File: src/rtl/aq_pkg.sv
// Shared types and default constants for the multi-room air quality controller.
package aq_pkg;

  typedef enum logic [1:0] {
    ST_IDLE     = 2'd0,
    ST_PURIFY   = 2'd1,
    ST_HUMIDIFY = 2'd2,
    ST_FAULT    = 2'd3
  } aq_state_e;

  localparam int DEF_WIDTH   = 8;
  localparam int DEF_N_CH    = 4;
  localparam int DEF_HUM_ON  = 30;
  localparam int DEF_HUM_OFF = 40;
  localparam int DEF_PUR_OFF = 80;
  localparam int DEF_PUR_ON  = 100;
  localparam int DEF_PERSIST = 3;
  localparam int DEF_MIN_ON  = 1000;
  localparam int DEF_TIMEOUT = 100000;

  // Room-index width; a single room still gets a one-bit index.
  function automatic int ch_w(input int n);
    return (n > 1) ? $clog2(n) : 1;
  endfunction

endpackage

File: src/rtl/air_quality_controller_if.sv
// Sample bus from the sensor sampler plus the per-room actuator/fault vectors.
interface air_quality_controller_if
  import aq_pkg::*;
#(
  parameter int WIDTH = DEF_WIDTH,
  parameter int N_CH  = DEF_N_CH
) ();
  localparam int CH_W = ch_w(N_CH);

  logic              sample_valid;
  logic [CH_W-1:0]   sample_ch;
  logic [WIDTH-1:0]  sample;
  logic [N_CH-1:0]   purifier;
  logic [N_CH-1:0]   humidifier;
  logic [N_CH-1:0]   fault;

  modport master (
    output sample_valid, sample_ch, sample,
    input  purifier, humidifier, fault
  );

  modport slave (
    input  sample_valid, sample_ch, sample,
    output purifier, humidifier, fault
  );
endinterface

File: src/rtl/aq_channel_fsm.sv
// One room: hysteresis FSM with persistence filter, minimum on-time and
// stale-sensor watchdog. Outputs are registered from the next state.
module aq_channel_fsm
  import aq_pkg::*;
#(
  parameter int WIDTH   = DEF_WIDTH,
  parameter int HUM_ON  = DEF_HUM_ON,
  parameter int HUM_OFF = DEF_HUM_OFF,
  parameter int PUR_OFF = DEF_PUR_OFF,
  parameter int PUR_ON  = DEF_PUR_ON,
  parameter int PERSIST = DEF_PERSIST,
  parameter int MIN_ON  = DEF_MIN_ON,
  parameter int TIMEOUT = DEF_TIMEOUT
) (
  input  logic             clk,
  input  logic             rst,
  input  logic             hit,
  input  logic [WIDTH-1:0] sample,
  output logic             purifier,
  output logic             humidifier,
  output logic             fault
);
  localparam int PW = $clog2(PERSIST + 1);
  localparam int TW = $clog2(MIN_ON + 1);
  localparam int WW = $clog2(TIMEOUT + 1);

  localparam logic [WIDTH-1:0] HUM_ON_C  = WIDTH'(HUM_ON);
  localparam logic [WIDTH-1:0] HUM_OFF_C = WIDTH'(HUM_OFF);
  localparam logic [WIDTH-1:0] PUR_OFF_C = WIDTH'(PUR_OFF);
  localparam logic [WIDTH-1:0] PUR_ON_C  = WIDTH'(PUR_ON);
  localparam logic [PW-1:0]    PERSIST_C = PW'(PERSIST);
  localparam logic [TW-1:0]    MIN_ON_C  = TW'(MIN_ON);
  localparam logic [WW-1:0]    TIMEOUT_C = WW'(TIMEOUT);
  localparam logic [WW-1:0]    WDOG_LAST = WW'(TIMEOUT - 1);

  aq_state_e       state, state_nxt;
  logic [PW-1:0]   cnt, cnt_nxt, cnt_inc, run;
  logic            dir, dir_nxt;
  logic [TW-1:0]   on_tmr, on_tmr_nxt, tmr_inc;
  logic [WW-1:0]   wdog, wdog_nxt, wdog_inc;
  logic            is_hi, is_lo, pur_rel, hum_rel, rel, tmr_done, wdog_exp;

  assign is_hi    = (sample >= PUR_ON_C);
  assign is_lo    = (sample <  HUM_ON_C);
  assign pur_rel  = (sample <  PUR_OFF_C);
  assign hum_rel  = (sample >= HUM_OFF_C);
  assign rel      = (state == ST_PURIFY) ? pur_rel : hum_rel;

  assign cnt_inc  = (cnt == PERSIST_C) ? cnt : cnt + 1'b1;
  assign tmr_inc  = (on_tmr == MIN_ON_C) ? on_tmr : on_tmr + 1'b1;
  assign wdog_inc = (wdog == TIMEOUT_C) ? wdog : wdog + 1'b1;
  assign tmr_done = (on_tmr >= MIN_ON_C);
  assign wdog_exp = (wdog >= WDOG_LAST);

  // In IDLE one counter serves both directions; dir remembers which run it holds.
  assign run = ((dir == is_hi) && (cnt != '0)) ? cnt_inc : PW'(1);

  always_comb begin
    state_nxt  = state;
    cnt_nxt    = cnt;
    dir_nxt    = dir;
    on_tmr_nxt = on_tmr;
    wdog_nxt   = hit ? '0 : wdog_inc;
    case (state)
      ST_FAULT: begin
        if (hit) state_nxt = ST_IDLE;
      end
      ST_IDLE: begin
        if (hit) begin
          if (is_hi || is_lo) begin
            cnt_nxt = run;
            dir_nxt = is_hi;
            if (run >= PERSIST_C) state_nxt = is_hi ? ST_PURIFY : ST_HUMIDIFY;
          end else begin
            cnt_nxt = '0;
          end
        end else if (wdog_exp) begin
          state_nxt = ST_FAULT;
        end
      end
      ST_PURIFY, ST_HUMIDIFY: begin
        on_tmr_nxt = tmr_inc;
        if (hit) begin
          if (rel) begin
            cnt_nxt = cnt_inc;
            if ((cnt_inc >= PERSIST_C) && tmr_done) state_nxt = ST_IDLE;
          end else begin
            cnt_nxt = '0;
          end
        end else if (wdog_exp) begin
          state_nxt = ST_FAULT;
        end
      end
      default: state_nxt = ST_IDLE;
    endcase
    // Any state entry starts with a clean filter and timer.
    if (state_nxt != state) begin
      cnt_nxt    = '0;
      dir_nxt    = 1'b0;
      on_tmr_nxt = '0;
    end
  end

  always_ff @(posedge clk) begin
    if (rst) begin
      state      <= ST_IDLE;
      cnt        <= '0;
      dir        <= 1'b0;
      on_tmr     <= '0;
      wdog       <= '0;
      purifier   <= 1'b0;
      humidifier <= 1'b0;
      fault      <= 1'b0;
    end else begin
      state      <= state_nxt;
      cnt        <= cnt_nxt;
      dir        <= dir_nxt;
      on_tmr     <= on_tmr_nxt;
      wdog       <= wdog_nxt;
      purifier   <= (state_nxt == ST_PURIFY);
      humidifier <= (state_nxt == ST_HUMIDIFY);
      fault      <= (state_nxt == ST_FAULT);
    end
  end

endmodule

File: src/rtl/air_quality_controller.sv
// Multi-room air quality controller: decodes the room index of each sample
// and fans it out to one channel FSM per room.
module air_quality_controller
  import aq_pkg::*;
#(
  parameter int WIDTH   = DEF_WIDTH,
  parameter int N_CH    = DEF_N_CH,
  parameter int HUM_ON  = DEF_HUM_ON,
  parameter int HUM_OFF = DEF_HUM_OFF,
  parameter int PUR_OFF = DEF_PUR_OFF,
  parameter int PUR_ON  = DEF_PUR_ON,
  parameter int PERSIST = DEF_PERSIST,
  parameter int MIN_ON  = DEF_MIN_ON,
  parameter int TIMEOUT = DEF_TIMEOUT
) (
  input  logic                     clk,
  input  logic                     rst,
  air_quality_controller_if.slave  bus
);
  localparam int CH_W = ch_w(N_CH);

  if (!((HUM_ON <= HUM_OFF) && (HUM_OFF < PUR_OFF) && (PUR_OFF <= PUR_ON))) begin : g_bad_thresholds
    $fatal(1, "air_quality_controller: thresholds must satisfy HUM_ON <= HUM_OFF < PUR_OFF <= PUR_ON");
  end

  logic [N_CH-1:0] hit, pur, hum, flt;

  // Out-of-range indices match no room, so they touch no state at all.
  for (genvar i = 0; i < N_CH; i++) begin : g_ch
    assign hit[i] = bus.sample_valid && (bus.sample_ch == CH_W'(i));

    aq_channel_fsm #(
      .WIDTH  (WIDTH),
      .HUM_ON (HUM_ON),
      .HUM_OFF(HUM_OFF),
      .PUR_OFF(PUR_OFF),
      .PUR_ON (PUR_ON),
      .PERSIST(PERSIST),
      .MIN_ON (MIN_ON),
      .TIMEOUT(TIMEOUT)
    ) u_fsm (
      .clk       (clk),
      .rst       (rst),
      .hit       (hit[i]),
      .sample    (bus.sample),
      .purifier  (pur[i]),
      .humidifier(hum[i]),
      .fault     (flt[i])
    );
  end

  assign bus.purifier   = pur;
  assign bus.humidifier = hum;
  assign bus.fault      = flt;

endmodule

File: src/flat_wrapper.sv
// flat-port wrapper written by rule: the top's interface ports become plain ports
module air_quality_controller_flat import aq_pkg::*;
#(
  parameter int WIDTH   = DEF_WIDTH,
  parameter int N_CH    = DEF_N_CH,
  parameter int HUM_ON  = DEF_HUM_ON,
  parameter int HUM_OFF = DEF_HUM_OFF,
  parameter int PUR_OFF = DEF_PUR_OFF,
  parameter int PUR_ON  = DEF_PUR_ON,
  parameter int PERSIST = DEF_PERSIST,
  parameter int MIN_ON  = DEF_MIN_ON,
  parameter int TIMEOUT = DEF_TIMEOUT
)
  (clk, rst, bus_sample_valid, bus_sample_ch, bus_sample, bus_purifier, bus_humidifier, bus_fault);
  air_quality_controller_if #(.WIDTH(WIDTH), .N_CH(N_CH)) bus_i ();
  input  logic clk;
  input  logic rst;
  input wire logic [$bits(bus_i.sample_valid)-1:0] bus_sample_valid;
  input wire logic [$bits(bus_i.sample_ch)-1:0] bus_sample_ch;
  input wire logic [$bits(bus_i.sample)-1:0] bus_sample;
  output wire logic [$bits(bus_i.purifier)-1:0] bus_purifier;
  output wire logic [$bits(bus_i.humidifier)-1:0] bus_humidifier;
  output wire logic [$bits(bus_i.fault)-1:0] bus_fault;
  assign bus_i.sample_valid = bus_sample_valid;
  assign bus_i.sample_ch = bus_sample_ch;
  assign bus_i.sample = bus_sample;
  assign bus_purifier = bus_i.purifier;
  assign bus_humidifier = bus_i.humidifier;
  assign bus_fault = bus_i.fault;
  air_quality_controller #(.WIDTH(WIDTH), .N_CH(N_CH), .HUM_ON(HUM_ON), .HUM_OFF(HUM_OFF), .PUR_OFF(PUR_OFF), .PUR_ON(PUR_ON), .PERSIST(PERSIST), .MIN_ON(MIN_ON), .TIMEOUT(TIMEOUT)) u_core (.clk(clk), .rst(rst), .bus(bus_i));
endmodule
File: config.mk
export PLATFORM = sky130hd
export DESIGN_NAME = air_quality_controller_flat
export DESIGN_NICKNAME = d
export VERILOG_FILES = /design/src/rtl/aq_pkg.sv /design/src/rtl/air_quality_controller_if.sv /design/src/rtl/aq_channel_fsm.sv /design/src/rtl/air_quality_controller.sv /design/src/flat_wrapper.sv
export SDC_FILE = /design/constraint.sdc
export NUM_CORES = 1
export LEC_CHECK = 0
export CAP_MARGIN = 5
export CORE_UTILIZATION = 55
export CTS_BUF_LIST = sky130_fd_sc_hd__clkbuf_16
export DETAILED_ROUTE_END_ITERATION = 10
export GPL_TIMING_DRIVEN = 0
export PLACE_DENSITY_LB_ADDON = 0.12
export SETUP_SLACK_MARGIN = 0.15
export SLEW_MARGIN = 20
export SYNTH_ARGS = -nofsm -noshare
export SYNTH_HDL_FRONTEND = slang
export SYNTH_HIERARCHICAL = 1
export SYNTH_SLANG_ARGS = --single-unit
File: constraint.sdc
create_clock -name clk -period 2.5 [get_ports clk]
set_clock_uncertainty 0.05 [all_clocks]
set_input_delay 0.5 -clock clk [delete_from_list [all_inputs] [get_ports clk]]
set_output_delay 0.5 -clock clk [all_outputs]
set_load 0.03 [all_outputs]
==> flow_metrics.py <==
metrics = {
    "setup_path": {
        "critPathKind": "input pin to register",
        "path_cells": "clkdlybuf4s18_2 > a21oi_1 > or2_4 > or4_4 > o21ai_0 > a41o_1 > buf_6 > nor3_1",
        "worstSetupStartpointType": "input pin",
        "rr_startpoint": "u_core/g_ch[2].u_fsm/state[1]$_SDFF_PP0_",
        "cp_max_fo": 17,
        "critPathTopFamily": "simple AND/OR/NAND/NOR gates",
        "cp-startpoint": "bus_sample[6]",
        "crit_arrival_ps": 2620,
        "cp-end-kind": "register",
        "cp.depth": 8,
        "cp.required_ps": 2770,
        "slowest_stage": "or4_4",
        "worst-path-buf-inv": 2,
        "r2r_cells": 9,
        "crit_path_max_incr_delay_ps": 510,
    },
    "power_and_ir_drop": {
        "vdd_ir_drop_max_v": 0.0006761,
        "pwr-share-clk_pct": 47.9,
        "switchingPower_w": 0.001322,
        "p_int_w": 0.004042,
        "fin_total_pwr_w": 0.005364,
        "sequentialPowerShare_pct": 42.9,
        "powerDensity_mw_per_mm2": 550.7,
        "power_leakage_nw": 3.780,
        "p_sw_share_pct": 24.64,
        "pwr-share-comb_pct": 9.2,
    },
    "place": {
        "portBuffers": 23,
        "place_hpwl_mm": 11.26,
        "dp_slack_ps": -706.0,
        "place_inst": 1168,
        "gp_congestion": 0.8454,
    },
    "clock_network": {
        "cts_tree": "built",
        "htree_num_levels": 4,
        "postCtsHoldBufs": 0,
        "worstSkewPairLatency_ps": 430,
        "cts_buffers": 17,
        "clkTransAtPathRegs_ps": 60,
        "cts_buffer_depth": 2,
        "root_buffer": "clkbuf_16",
        "clkSinkCount": 140,
    },
    "finish": {
        "n_fill_cell": 1170,
        "finalNonFillerCells": 1233,
        "layout.nets": 1076,
        "drive_above_1_share_pct": 18.99,
        "area_growth_pct": 19.70,
        "fin_util_pct": 67.27,
    },
    "global_routing": {
        "grt_max_degree": 24,
        "grt_remaining_overflow": 0,
        "grt_util_all_layers_pct": 22.90,
        "antenna_found_initial": 2,
        "grt_first_pass_wirelength_mm": 28.17,
        "grt_pass1_vias": 6223,
    },
    "detailed_routing": {
        "drtIter0Drc": 398,
        "routed_wl_mm": 17.22,
        "dr.pass1.iters": 6,
        "via_per_inst": 5.684,
        "drc_errors": 0,
        "vias": 7008,
        "drtAntennaViolNets": 0,
        "wire_per_inst_um": 13.97,
    },
    "logic_synthesis": {
        "synth_seq_area_share_pct": 34.44,
        "synthDominantCellAreaShare_pct": 34.44,
        "syn_nets": 1002,
        "yosysWarnings": 6,
        "synthTopCellsByArea": "dfxtp_1, xor2_1, nor2_1, ha_1, xnor2_1",
        "synth_cell_types": 77,
        "synth.cell_area_sq_mm": 0.008138,
        "synth_common_cells": "dfxtp_1, nor2_1, nand2_1",
        "netlist_instances": 961,
        "synth_edf_count": 0,
        "yosysMostFrequentCell": "dfxtp_1",
        "ys_seq_elements": 140,
        "synth.avg_cell_area_sq_um": 8.468,
        "synth-main-ff-cell": "dfxtp_1",
        "async_reset_ff_share_pct": 0,
        "synth_area_leader_cell": "dfxtp_1",
    },
    "timing": {
        "setup_ws_ps": 147.6,
        "max_freq_mhz": 425.1,
        "min_period_ps": 2352,
        "setup_viol": 0,
        "fin_crit_sh_pct": 94.10,
        "hold_viol_final": 0,
        "tightest_slew_ps": 902.4,
        "rsz0062_at_grt": "true",
        "max_slew_margin_pct": 39.84,
        "slew_violations": 0,
        "whs_ps": 430.7,
    },
    "status": {
        "outcome": "complete, no violations",
    },
    "min_path": {
        "min_path_type": "register to register",
        "hold_depth": 2,
        "worstHoldStart": "u_core/g_ch[2].u_fsm/cnt[0]$_SDFFE_PP0P_",
    },
    "floorplanning": {
        "die_w_um": 123.6,
        "core.rowCount": 44,
        "boundaryPins": 25,
        "core_sq_mm": 0.01448,
        "start_util_pct": 56.20,
        "die_area_sq_mm": 0.01529,
        "die_y_um": 123.6,
    },
    "job": {
        "drv_cap": 0,
    },
}
-- cell usage in the layout (no fill, tap or decap), drive strengths merged, types with 12 or more instances in the layout --
| cell type | netlist | routed |
|---|---|---|
| a21oi | 26 | 26 |
| a31oi | 13 | 13 |
| and2 | 15 | 15 |
| and3 | 31 | 31 |
| buf | 20 | 55 |
| clkbuf | 17 | 34 |
| clkdlybuf4s50 | 0 | 13 |
| dfxtp | 140 | 140 |
| ha | 28 | 28 |
| inv | 45 | 48 |
| nand2 | 79 | 79 |
| nand3 | 45 | 45 |
| nand4 | 29 | 29 |
| nor2 | 122 | 122 |
| nor3 | 44 | 44 |
| nor3b | 12 | 12 |
| nor4 | 13 | 13 |
| o21ai | 50 | 50 |
| xnor2 | 34 | 34 |
| xor2 | 58 | 58 |
-- stage by stage --
step / TNS (ps) / area [sq um]
floorplan: 0 / 8138
detailed placement: -53020 / 8598
CTS: 0 / 9499
global placement: -52590 / 8598
finish: 0 / 9741
global route: 0 / 9741
-- final timing paths --
| path | endpoint | slack [ps] |
|---|---|---|
| max | u_core/g_ch[0].u_fsm/on_tmr[1]$_SDFFE_PP0P_ | 150 |
| min | u_core/g_ch[2].u_fsm/cnt[0]$_SDFFE_PP0P_ | 430 |
| max reg2reg | u_core/g_ch[2].u_fsm/humidifier$_SDFF_PP0_ | 210 |
| min reg2reg | u_core/g_ch[2].u_fsm/cnt[0]$_SDFFE_PP0P_ | 430 |
-- tightest hold or removal path, stage by stage, from the launching register on --
cell	delay, ps
dfxtp_1	320
nand2_1	50
a211oi_1	60
-- sequential cells by signal, summed over array words and instances (netlist names) --
signal,flops
u_core/g_ch.u_fsm/cnt,8
u_core/g_ch.u_fsm/dir,4
u_core/g_ch.u_fsm/fault,4
u_core/g_ch.u_fsm/humidifier,4
u_core/g_ch.u_fsm/on_tmr,40
u_core/g_ch.u_fsm/purifier,4
u_core/g_ch.u_fsm/state,8
u_core/g_ch.u_fsm/wdog,68
-- cells by family (layout without fill, tap and decap cells) --
family,after synthesis,count (layout),synth area share [%]
AO/OA/AOI/OAI,167,167,15.02
XOR/XNOR,92,92,9.902
adder cells (fa/ha/maj),28,28,4.305
buffers and inverters,82,169,4.859
flip-flops,140,140,34.44
multiplexers,3,3,0.3690
other,0,1,0
AND/OR/NAND/NOR,449,449,31.10
-- power by group through the flow --
stage               clock, W  sequential, W  combinational [W]
finish               0.00257        0.00230           0.000493
global route         0.00271        0.00230           0.000545
CTS                  0.00261        0.00230           0.000459
detailed placement         0        0.00235           0.000420
global placement           0        0.00235           0.000418
floorplan                  0        0.00235           0.000298
-- metal layers --
| metal | up-vias | wire [um] | GRT usage, % |
|---|---|---|---|
| li1 | 3585 | - | - |
| met5 | - | 12 | 0 |
| met2 | 140 | 8117 | 37.47 |
| met1 | 3247 | 8036 | 29.35 |
| met4 | 2 | 279 | 6.476 |
| met3 | 34 | 776 | 6.364 |
-- final cells by class --
class                   instances  area, sq um  area share, %
clock inverters                15        173.9          1.785
clock buffers                  17        425.4          4.367
multi-input cells             739         5191          53.29
well taps                     184        230.2          2.364
flip-flops and latches        140         2820          28.95
repair buffers                 55        454.2          4.663
inverters                      45        176.4          1.811
diodes                          1        2.502        0.02569
plain buffers                  37        266.5          2.736
-- repair_timing --
item / 4_1_cts / 5_1_grt
pin swaps: 21 / 13
gates resized for setup: 60 / 39
gates cloned: 1 / 0
buffers inserted: 15 / 16
endpoints found under the hold margin: 0 / 0
setup endpoints to repair: 81 / 67
Note: power is estimated with default switching activity, not from simulation.
